$ cat src/rtl/matmul_sequencer.sv
// matmul_sequencer
//   Sequences one N x N signed matrix multiply through an external
//   output-stationary systolic array. A and B rows are loaded into local
//   buffers while idle; on start the array is cleared, fed with skewed edge
//   lanes for 2N-1 cycles, left to propagate for DRAIN_CYC cycles, and the
//   frozen results are then handed out row by row over a valid/ready port.
//
//   Optional build macro: MATMUL_SEQ_PERF_EN adds the perf_cycles output.
//
//   Ports
//     clk, reset            clock (rising edge), async active-high reset
//     wr_en/wr_sel/wr_row   operand row write (sel 0 = A, 1 = B), IDLE only
//     wr_data               row data, lane k = element [row][k]
//     start                 begin a multiply (IDLE only)
//     busy, done            not-IDLE flag, one-cycle completion pulse
//     arr_a, arr_b          skewed edge lanes into the array
//     arr_en, arr_clr       array advance enable / accumulator clear
//     arr_c                 array results, [i][j] at (i*N+j)*CW
//     res_valid/res_ready   result row handshake
//     res_row, res_data     result row index and C[res_row][0..N-1]
//     perf_cycles           (MATMUL_SEQ_PERF_EN) cycles from start to done
//
//   state  | meaning
//   IDLE   | operand loading allowed, waiting for start
//   CLEAR  | one cycle of accumulator clear
//   FEED   | skewed operand injection, k = 0..2N-2
//   DRAIN  | zero lanes while partial sums propagate
//   OUTPUT | array frozen, rows handed out in order
module matmul_sequencer #(
  parameter int N         = 8,
  parameter int DW        = 8,
  parameter int CW        = 16,
  parameter int DRAIN_CYC = 8
) (
  input  logic              clk,
  input  logic              reset,
  input  logic              wr_en,
  input  logic              wr_sel,
  input  logic [2:0]        wr_row,
  input  logic [N*DW-1:0]   wr_data,
  input  logic              start,
  output logic              busy,
  output logic              done,
  output logic [N*DW-1:0]   arr_a,
  output logic [N*DW-1:0]   arr_b,
  output logic              arr_en,
  output logic              arr_clr,
  input  logic [N*N*CW-1:0] arr_c,
  output logic              res_valid,
  input  logic              res_ready,
  output logic [2:0]        res_row,
  output logic [N*CW-1:0]   res_data
`ifdef MATMUL_SEQ_PERF_EN
  ,
  output logic [15:0]       perf_cycles
`endif
);

  localparam int KW  = $clog2(2*N);
  localparam int DRW = $clog2(DRAIN_CYC+1);
  localparam logic [KW-1:0]  K_LAST   = KW'(2*N-2);
  localparam logic [DRW-1:0] DR_LOAD  = DRW'(DRAIN_CYC-1);
  localparam logic [2:0]     ROW_LAST = 3'(N-1);

  typedef enum logic [2:0] {
    ST_IDLE   = 3'd0,
    ST_CLEAR  = 3'd1,
    ST_FEED   = 3'd2,
    ST_DRAIN  = 3'd3,
    ST_OUTPUT = 3'd4
  } state_t;

  state_t           state_q, state_d;
  logic [KW-1:0]    feed_k_q, feed_k_d;
  logic [DRW-1:0]   drain_cnt_q, drain_cnt_d;
  logic [2:0]       row_q, row_d;
  logic             done_q, done_d;
  logic [N*DW-1:0]  a_buf_q [N];
  logic [N*DW-1:0]  b_buf_q [N];

  always_ff @(posedge clk or posedge reset) begin
    if (reset) begin
      state_q     <= ST_IDLE;
      feed_k_q    <= '0;
      drain_cnt_q <= '0;
      row_q       <= '0;
      done_q      <= 1'b0;
    end else begin
      state_q     <= state_d;
      feed_k_q    <= feed_k_d;
      drain_cnt_q <= drain_cnt_d;
      row_q       <= row_d;
      done_q      <= done_d;
    end
  end

  // Operand buffers persist across operations so a repeated start reuses them.
  always_ff @(posedge clk or posedge reset) begin
    if (reset) begin
      for (int r = 0; r < N; r++) begin
        a_buf_q[r] <= '0;
        b_buf_q[r] <= '0;
      end
    end else if (wr_en && (state_q == ST_IDLE)) begin
      if (wr_sel) b_buf_q[wr_row] <= wr_data;
      else        a_buf_q[wr_row] <= wr_data;
    end
  end

  always_comb begin
    state_d     = state_q;
    feed_k_d    = feed_k_q;
    drain_cnt_d = drain_cnt_q;
    row_d       = row_q;
    done_d      = 1'b0;
    case (state_q)
      ST_IDLE: begin
        if (start) state_d = ST_CLEAR;
      end
      ST_CLEAR: begin
        state_d  = ST_FEED;
        feed_k_d = '0;
      end
      ST_FEED: begin
        if (feed_k_q == K_LAST) begin
          state_d     = ST_DRAIN;
          feed_k_d    = '0;
          drain_cnt_d = DR_LOAD;
        end else begin
          feed_k_d = feed_k_q + 1'b1;
        end
      end
      ST_DRAIN: begin
        if (drain_cnt_q == '0) begin
          state_d = ST_OUTPUT;
          row_d   = '0;
        end else begin
          drain_cnt_d = drain_cnt_q - 1'b1;
        end
      end
      ST_OUTPUT: begin
        if (res_ready) begin
          if (row_q == ROW_LAST) begin
            state_d = ST_IDLE;
            row_d   = '0;
            done_d  = 1'b1;
          end else begin
            row_d = row_q + 1'b1;
          end
        end
      end
      default: state_d = ST_IDLE;
    endcase
  end

  always_comb begin
    busy      = (state_q != ST_IDLE);
    done      = done_q;
    arr_en    = (state_q == ST_FEED) || (state_q == ST_DRAIN);
    arr_clr   = (state_q == ST_CLEAR);
    res_valid = (state_q == ST_OUTPUT);
    res_row   = row_q;
    arr_a     = '0;
    arr_b     = '0;
    res_data  = '0;
    // Lane i carries element m = k-i, so lane skew equals the lane index.
    if (state_q == ST_FEED) begin
      for (int i = 0; i < N; i++) begin
        for (int m = 0; m < N; m++) begin
          if (int'(feed_k_q) == i + m) begin
            arr_a[i*DW +: DW] = a_buf_q[i][m*DW +: DW];
            arr_b[i*DW +: DW] = b_buf_q[m][i*DW +: DW];
          end
        end
      end
    end
    if (state_q == ST_OUTPUT) begin
      for (int i = 0; i < N; i++) begin
        if (row_q == 3'(i)) begin
          for (int j = 0; j < N; j++) begin
            res_data[j*CW +: CW] = arr_c[(i*N+j)*CW +: CW];
          end
        end
      end
    end
  end

`ifdef MATMUL_SEQ_PERF_EN
  // The accepting cycle counts as the first one; the done cycle is the last.
  logic [15:0] perf_q;

  always_ff @(posedge clk or posedge reset) begin
    if (reset) begin
      perf_q <= '0;
    end else if ((state_q == ST_IDLE) && start) begin
      perf_q <= 16'd1;
    end else if ((state_q != ST_IDLE) || done_q) begin
      perf_q <= perf_q + 16'd1;
    end
  end

  assign perf_cycles = perf_q;
`else
  // Performance counter not built.
`endif

endmodule
$ cat config.mk
export PLATFORM = sky130hd
export DESIGN_NAME = matmul_sequencer
export DESIGN_NICKNAME = d
export VERILOG_FILES = /design/src/rtl/matmul_sequencer.sv
export SDC_FILE = /design/constraint.sdc
export NUM_CORES = 2
export LEC_CHECK = 0
export ABC_AREA = 1
export BUFFER_PORTS_ARGS = -buffer_cell sky130_fd_sc_hd__buf_4
export CORE_AREA = 2 2 534 536
export CTS_CLUSTER_SIZE = 10
export DETAILED_ROUTE_END_ITERATION = 12
export DIE_AREA = 0 0 536 538
export PLACE_DENSITY = 0.51
export SLEW_MARGIN = 20
export SYNTH_ARGS = -nofsm -noshare
export SYNTH_HDL_FRONTEND = slang
export SYNTH_SLANG_ARGS = --single-unit
export TNS_END_PERCENT = 10
$ cat constraint.sdc
create_clock -name clk -period 37.9 [get_ports clk]
set_clock_uncertainty 0.2 [all_clocks]
set_input_delay 3.79 -clock clk [delete_from_list [all_inputs] [get_ports clk]]
set_output_delay 3.79 -clock clk [all_outputs]
set_load 0.02 [all_outputs]
== Yosys cells after proc, flatten, opt, wreduce, memory -nomap -nowiden ==
Index checks and enable logic that the tools add are counted.
Word-level totals
  register bits after elaboration: 1039
  output and inout bits: 264
Cells by class
  bitwise gates (word level): 2
  reductions and logical operators: 16
  $add $sub $neg: 3
  muxes and demuxes: 161
  $lt $le $gt $ge: 2
  equality and inequality tests: 32
Operators with widths (number)
  128-bit two-way mux: 9
  512-bit bitwise mux: 2
  8-bit two-way mux: 128
  64-bit demux with 3-bit select: 1
  64-bit two-way mux: 3
  4-bit equality test, second input constant: 9
  3-bit two-way mux: 8
  4-bit by 3-bit equality test with 1-bit output, second input constant: 4
  4-bit one-hot mux with 2 select lines: 2
  3-bit equality test, second input constant: 5
  3-bit one-hot mux with 5 select lines: 1
  3-bit by 2-bit equality test with 1-bit output, second input constant: 4
  4-bit two-way mux: 3
  4-bit by 2-bit equality test with 1-bit output, second input constant: 2
  4-bit zero test: 2
  2-bit inequality test, second input constant: 4
  3-bit by 1-bit equality test with 1-bit output, second input constant: 2
  3-bit zero test: 2
  3-bit one-hot mux with 2 select lines: 1
  3-bit AND reduction: 2
  2-bit nonzero test: 3
  5-bit AND reduction: 1
  4-bit by 1-bit adder with 4-bit output, second input constant: 1
  4-bit greater-or-equal comparator, second input constant: 1
  11 further kinds: 16

== Logic depth before layout (Yosys ltp) ==
  word-level depth: 10
  depth in mapped cells: 14
  depth with buffers taken out: 12

== Least setup slack after synthesis ==
OpenSTA, ideal clock, no wires.
  kind: input to output
  start point: input port arr_c[125]
  end point: output port res_data[125]
  data required time: 33910 ps
  slack: 29343 ps
  path buffers: 0
  data arrival time: 4567 ps
  stages: 10
  path through: inv_1 nor2_1 nand2_1 nand3_1 nand2_1 nand2_1 nand2_1 nand2_1 nand2_1 a21oi_1
On the way
  word-level cells in the longest chain between the ends: 9
Ends and longest elaborated chain
  from (decl): RTL line 48  | input logic [N*N*CW-1:0] arr_c,
  128-bit two-way mux (8 in series): RTL line 179  | if (row_q == 3'(i)) begin
  128-bit two-way mux: RTL line 177  | if (state_q == ST_OUTPUT) begin
  to (decl): RTL line 52  | output logic [N*CW-1:0] res_data
No other way between the ends.

== Worst setup path in the final report ==
  start point: register row_q[2], in the netlist res_row[2]
  end point: output port res_data[43]
On the way
  word-level cells in the longest chain between the ends: 10
  elaborated cells on any way between the ends: 17
  those cells by class: eq/ne: 7; mux: 9; reduce/logical: 1
Ends and longest elaborated chain
  from (decl): RTL line 76  | logic [2:0] row_q, row_d;
  from (signal assigned): RTL line 92  | row_q <= row_d;
  3-bit zero test: RTL line 179
  128-bit two-way mux (7 in series): RTL line 179
  128-bit two-way mux *: RTL line 179
  128-bit two-way mux *: RTL line 177
Mark *: on every way between the ends. The rest lies on a longest branch, timed or not.

==> impl_metrics.tcl <==
set metrics [dict create \
    area.sequential_um2 26000 \
    ctsResizeCount 0 \
    hp-class "reg -> reg" \
    status "finished clean" \
    intPower_uw 2880 \
    seqPwrFrac_pct 32.5 \
    syn_to_final_growth_pct 27.2 \
    maxSlewHeadroom_pct 23.6 \
    first_global_vias 59300 \
    grt_max_degree 166 \
    cts_buffers 119 \
    postCtsSetupRepairBufs 0 \
    grt-ovfl-total 0 \
    cts-root-buf "clkbuf_16" \
    path_common_cell "nand2_1" \
    ys_seq_elements 1039 \
    power_density_nw_per_um2 68.9 \
    p_total_uw 5460 \
    hold_buffers 0 \
    max-vdd-ir-drop_uv 71.5 \
    routed_wl_mm 382 \
    initial_core_util_pct 22.0 \
    postSynthAreaPerCell_um2 6.89 \
    grt_pass1_wl_mm 507 \
    gp_congestion 1.01 \
    yosysMostFrequentCell "nand2_1" \
    cp.required_ns 33.91 \
    syn_inst 9049 \
    num_rows 196 \
    drive_above_1_share_pct 21.2 \
    crit_type "reg -> out" \
    first_pass_iters 9 \
    drc_errors 0 \
    synth_common_cells "nand2_1, inv_1, dfrtp_1, o21ai_0, nor2_1" \
    p_comb_share_pct 48.3 \
    max_slew.worst_pin.slew_ns 1.15 \
    path_cells "inv_4, ha_4, buf_4, buf_4, buf_4, nand2_1, nand2_1, inv_1, nand2_1, nand2_1, nand2_1, nand2_1, a21oi_1, buf_4" \
    rsz0062_at_grt "no" \
    antenna_found_initial 101 \
    core_area_um2 283000 \
    cp.buffers_inverters 6 \
    netlist.area_leader.share_pct 41.7 \
    synth-edff-count 0 \
    final_nets 11100 \
    via_count 64000 \
    final_max_slew_viol_count 0 \
    cts_sinks 1039 \
    ys.flop_type "dfrtp_1" \
    postRouteAntennaNets 0 \
    htree_levels 3 \
    min_period_over_period_pct 27.3 \
    p_switching_uw 2580 \
    fmax_ghz 0.0966 \
    insertion_delay_ns 0.76 \
    track_usage_pct 25.4 \
    startpoint_type "flop" \
    detail_route.wl_per_cell_um 27.6 \
    finalSetupTns_ns 0 \
    multi_input_area_um2 29400 \
    ys_seq_area_share_pct 41.7 \
    synth-async-reset-ratio_pct 100 \
    critPathSlowestCell "buf_4" \
    hold_viol_final 0 \
    dieArea_um2 288000 \
    synth_area_leaders "dfrtp_1, nand2_1, o21ai_0" \
    ys_types 28 \
    synth_area_um2 62300 \
    ios 1361 \
    worstPathArrival_ns 6.37 \
    cpPeakStageDelay_ns 0.84 \
    yosys.area.top_type "dfrtp_1" \
    die_x_um 536 \
    dieHeight_um 538 \
    maxCapViolCount 0 \
    leakage_uw 0.0412 \
    dp_hpwl_mm 286 \
    clk_pin_slew_worst_paths_ns 0.06 \
    setup_viol 0 \
    cp_top_family "buffers and inverters" \
    fill_cells 31800 \
    p_sw_share_pct 47.2 \
    ys_warn_count 0 \
    clockBufferDepth 3 \
    worstSetupEndpointType "primary output" \
    fin_crit_ns 10.36 \
    syn_nets 10200 \
    port_buffers 1360 \
    pwr-share-clk_pct 19.3 \
    crit_fanout 88 \
    cts_tree "built" \
    drtIter0Drc 5974 \
    vias_per_cell 4.62 \
]
power groups by stage:
stage                     logic, µW  registers, µW  clock network [µW]
after floorplan                1310           1760                   0
after global placement         2620           1770                   0
after detailed placement       2630           1790                   0
after CTS                      2640           1770                1070
after global routing           2850           1830                1120
final                          2630           1770                1050
sequential cells by signal (all words and copies together) (netlist names):
signal,cells
drain_cnt_q,4
res_row,3
done,1
a_buf_q,512
b_buf_q,512
state_q,3
feed_k_q,4
final timing paths:
check	startpoint	to	slack [ns]	cells after the start
setup / recovery	res_row[2]$_DFFE_PP0P_	res_data[43]	27.54	14
hold / removal	a_buf_q[313]$_DFFE_PP0P_	a_buf_q[313]$_DFFE_PP0P_	0.27	2
max in group asynchronous	reset	b_buf_q[70]$_DFFE_PP0P_	30.06	8
setup reg to reg	state_q[0]$_DFFE_PP0P_	a_buf_q[336]$_DFFE_PP0P_	34.00	8
min in group asynchronous	reset	b_buf_q[105]$_DFFE_PP0P_	2.93	2
hold reg to reg	a_buf_q[313]$_DFFE_PP0P_	a_buf_q[313]$_DFFE_PP0P_	0.27	2
cells in the final DEF (no fill, tap or decap), types with 6 or more instances in the layout:
cell type     n
mux2_2      328
nor2_4       25
clkbuf_16   120
diode_2      57
clkbuf_1     22
nand3_1     407
buf_4      1464
o21bai_1    128
a21oi_1     255
nand2_1    3111
nor2_2        6
inv_1      1153
o21ai_0     875
dfrtp_1    1039
o211ai_1     28
buf_12       11
nor2_1      560
clkinv_2      7
or2_2       129
clkbuf_8      8
nand4_1      72
inv_2         6
o21ai_1     237
tightest hold or removal path, cell delays in order (launching register included):
cell and delay (ns):
dfrtp_1 0.33, o21ai_1 0.06, nand2_1 0.05
layer usage:
layer | share of wire, % | GRT usage [%] | vias to the layer above | wire, µm
met4 | 4.1 | 10.5 | 48 | 15600
li1 | - | - | 29900 | -
met1 | 43 | 33.3 | 31200 | 163000
met2 | 46 | 40.5 | 2321 | 176000
met5 | 0.13 | 0.526 | - | 506
met3 | 7.0 | 5.23 | 445 | 26900
final cells by class:
cell class,instances,area share [%]
Sequential cell,1039,32.8
Inverter,1164,5.55
Antenna cell,57,0.180
Clock buffer,150,4.03
Clock inverter,13,0.205
Multi-Input combinational cell,6190,37.1
Timing Repair Buffer,1476,14.2
Tap cell,3762,5.94
cells by family (layout without fill, tap and decap cells):
logic type | Yosys count | count (layout) | synth area share, %
muxes | 328 | 328 | 5.93
other | 0 | 57 | 0
adders and majority gates | 7 | 7 | 0.141
and+or+nand+nor | 4328 | 4328 | 27.8
buffers and inverters | 1820 | 2803 | 11.5
xor gates and xnor gates | 1 | 1 | 0.0141
AOI/OAI and AO/OA | 1526 | 1526 | 12.9
DFF | 1039 | 1039 | 41.7
through the flow:
| stage | utilization (%) | instance area [µm²] | hold WS (ns) | std cells | worst slack (ns) |
|---|---|---|---|---|---|
| final | 28.0 | 79200 | 0.272 | 13900 | 27.54 |
| after global routing | 28.0 | 79200 | 0.290 | 13800 | 27.33 |
| after CTS | 27.9 | 79000 | 0.276 | 13800 | 27.46 |
| after detailed placement | 26.7 | 75700 | 0.263 | 13600 | 27.47 |
| after global placement | 26.7 | 75700 | 0.256 | 13600 | 27.44 |
| after floorplan | - | 62300 | 0.240 | 9049 | 4.67 |
Note: power is estimated with default switching activity, not from simulation.
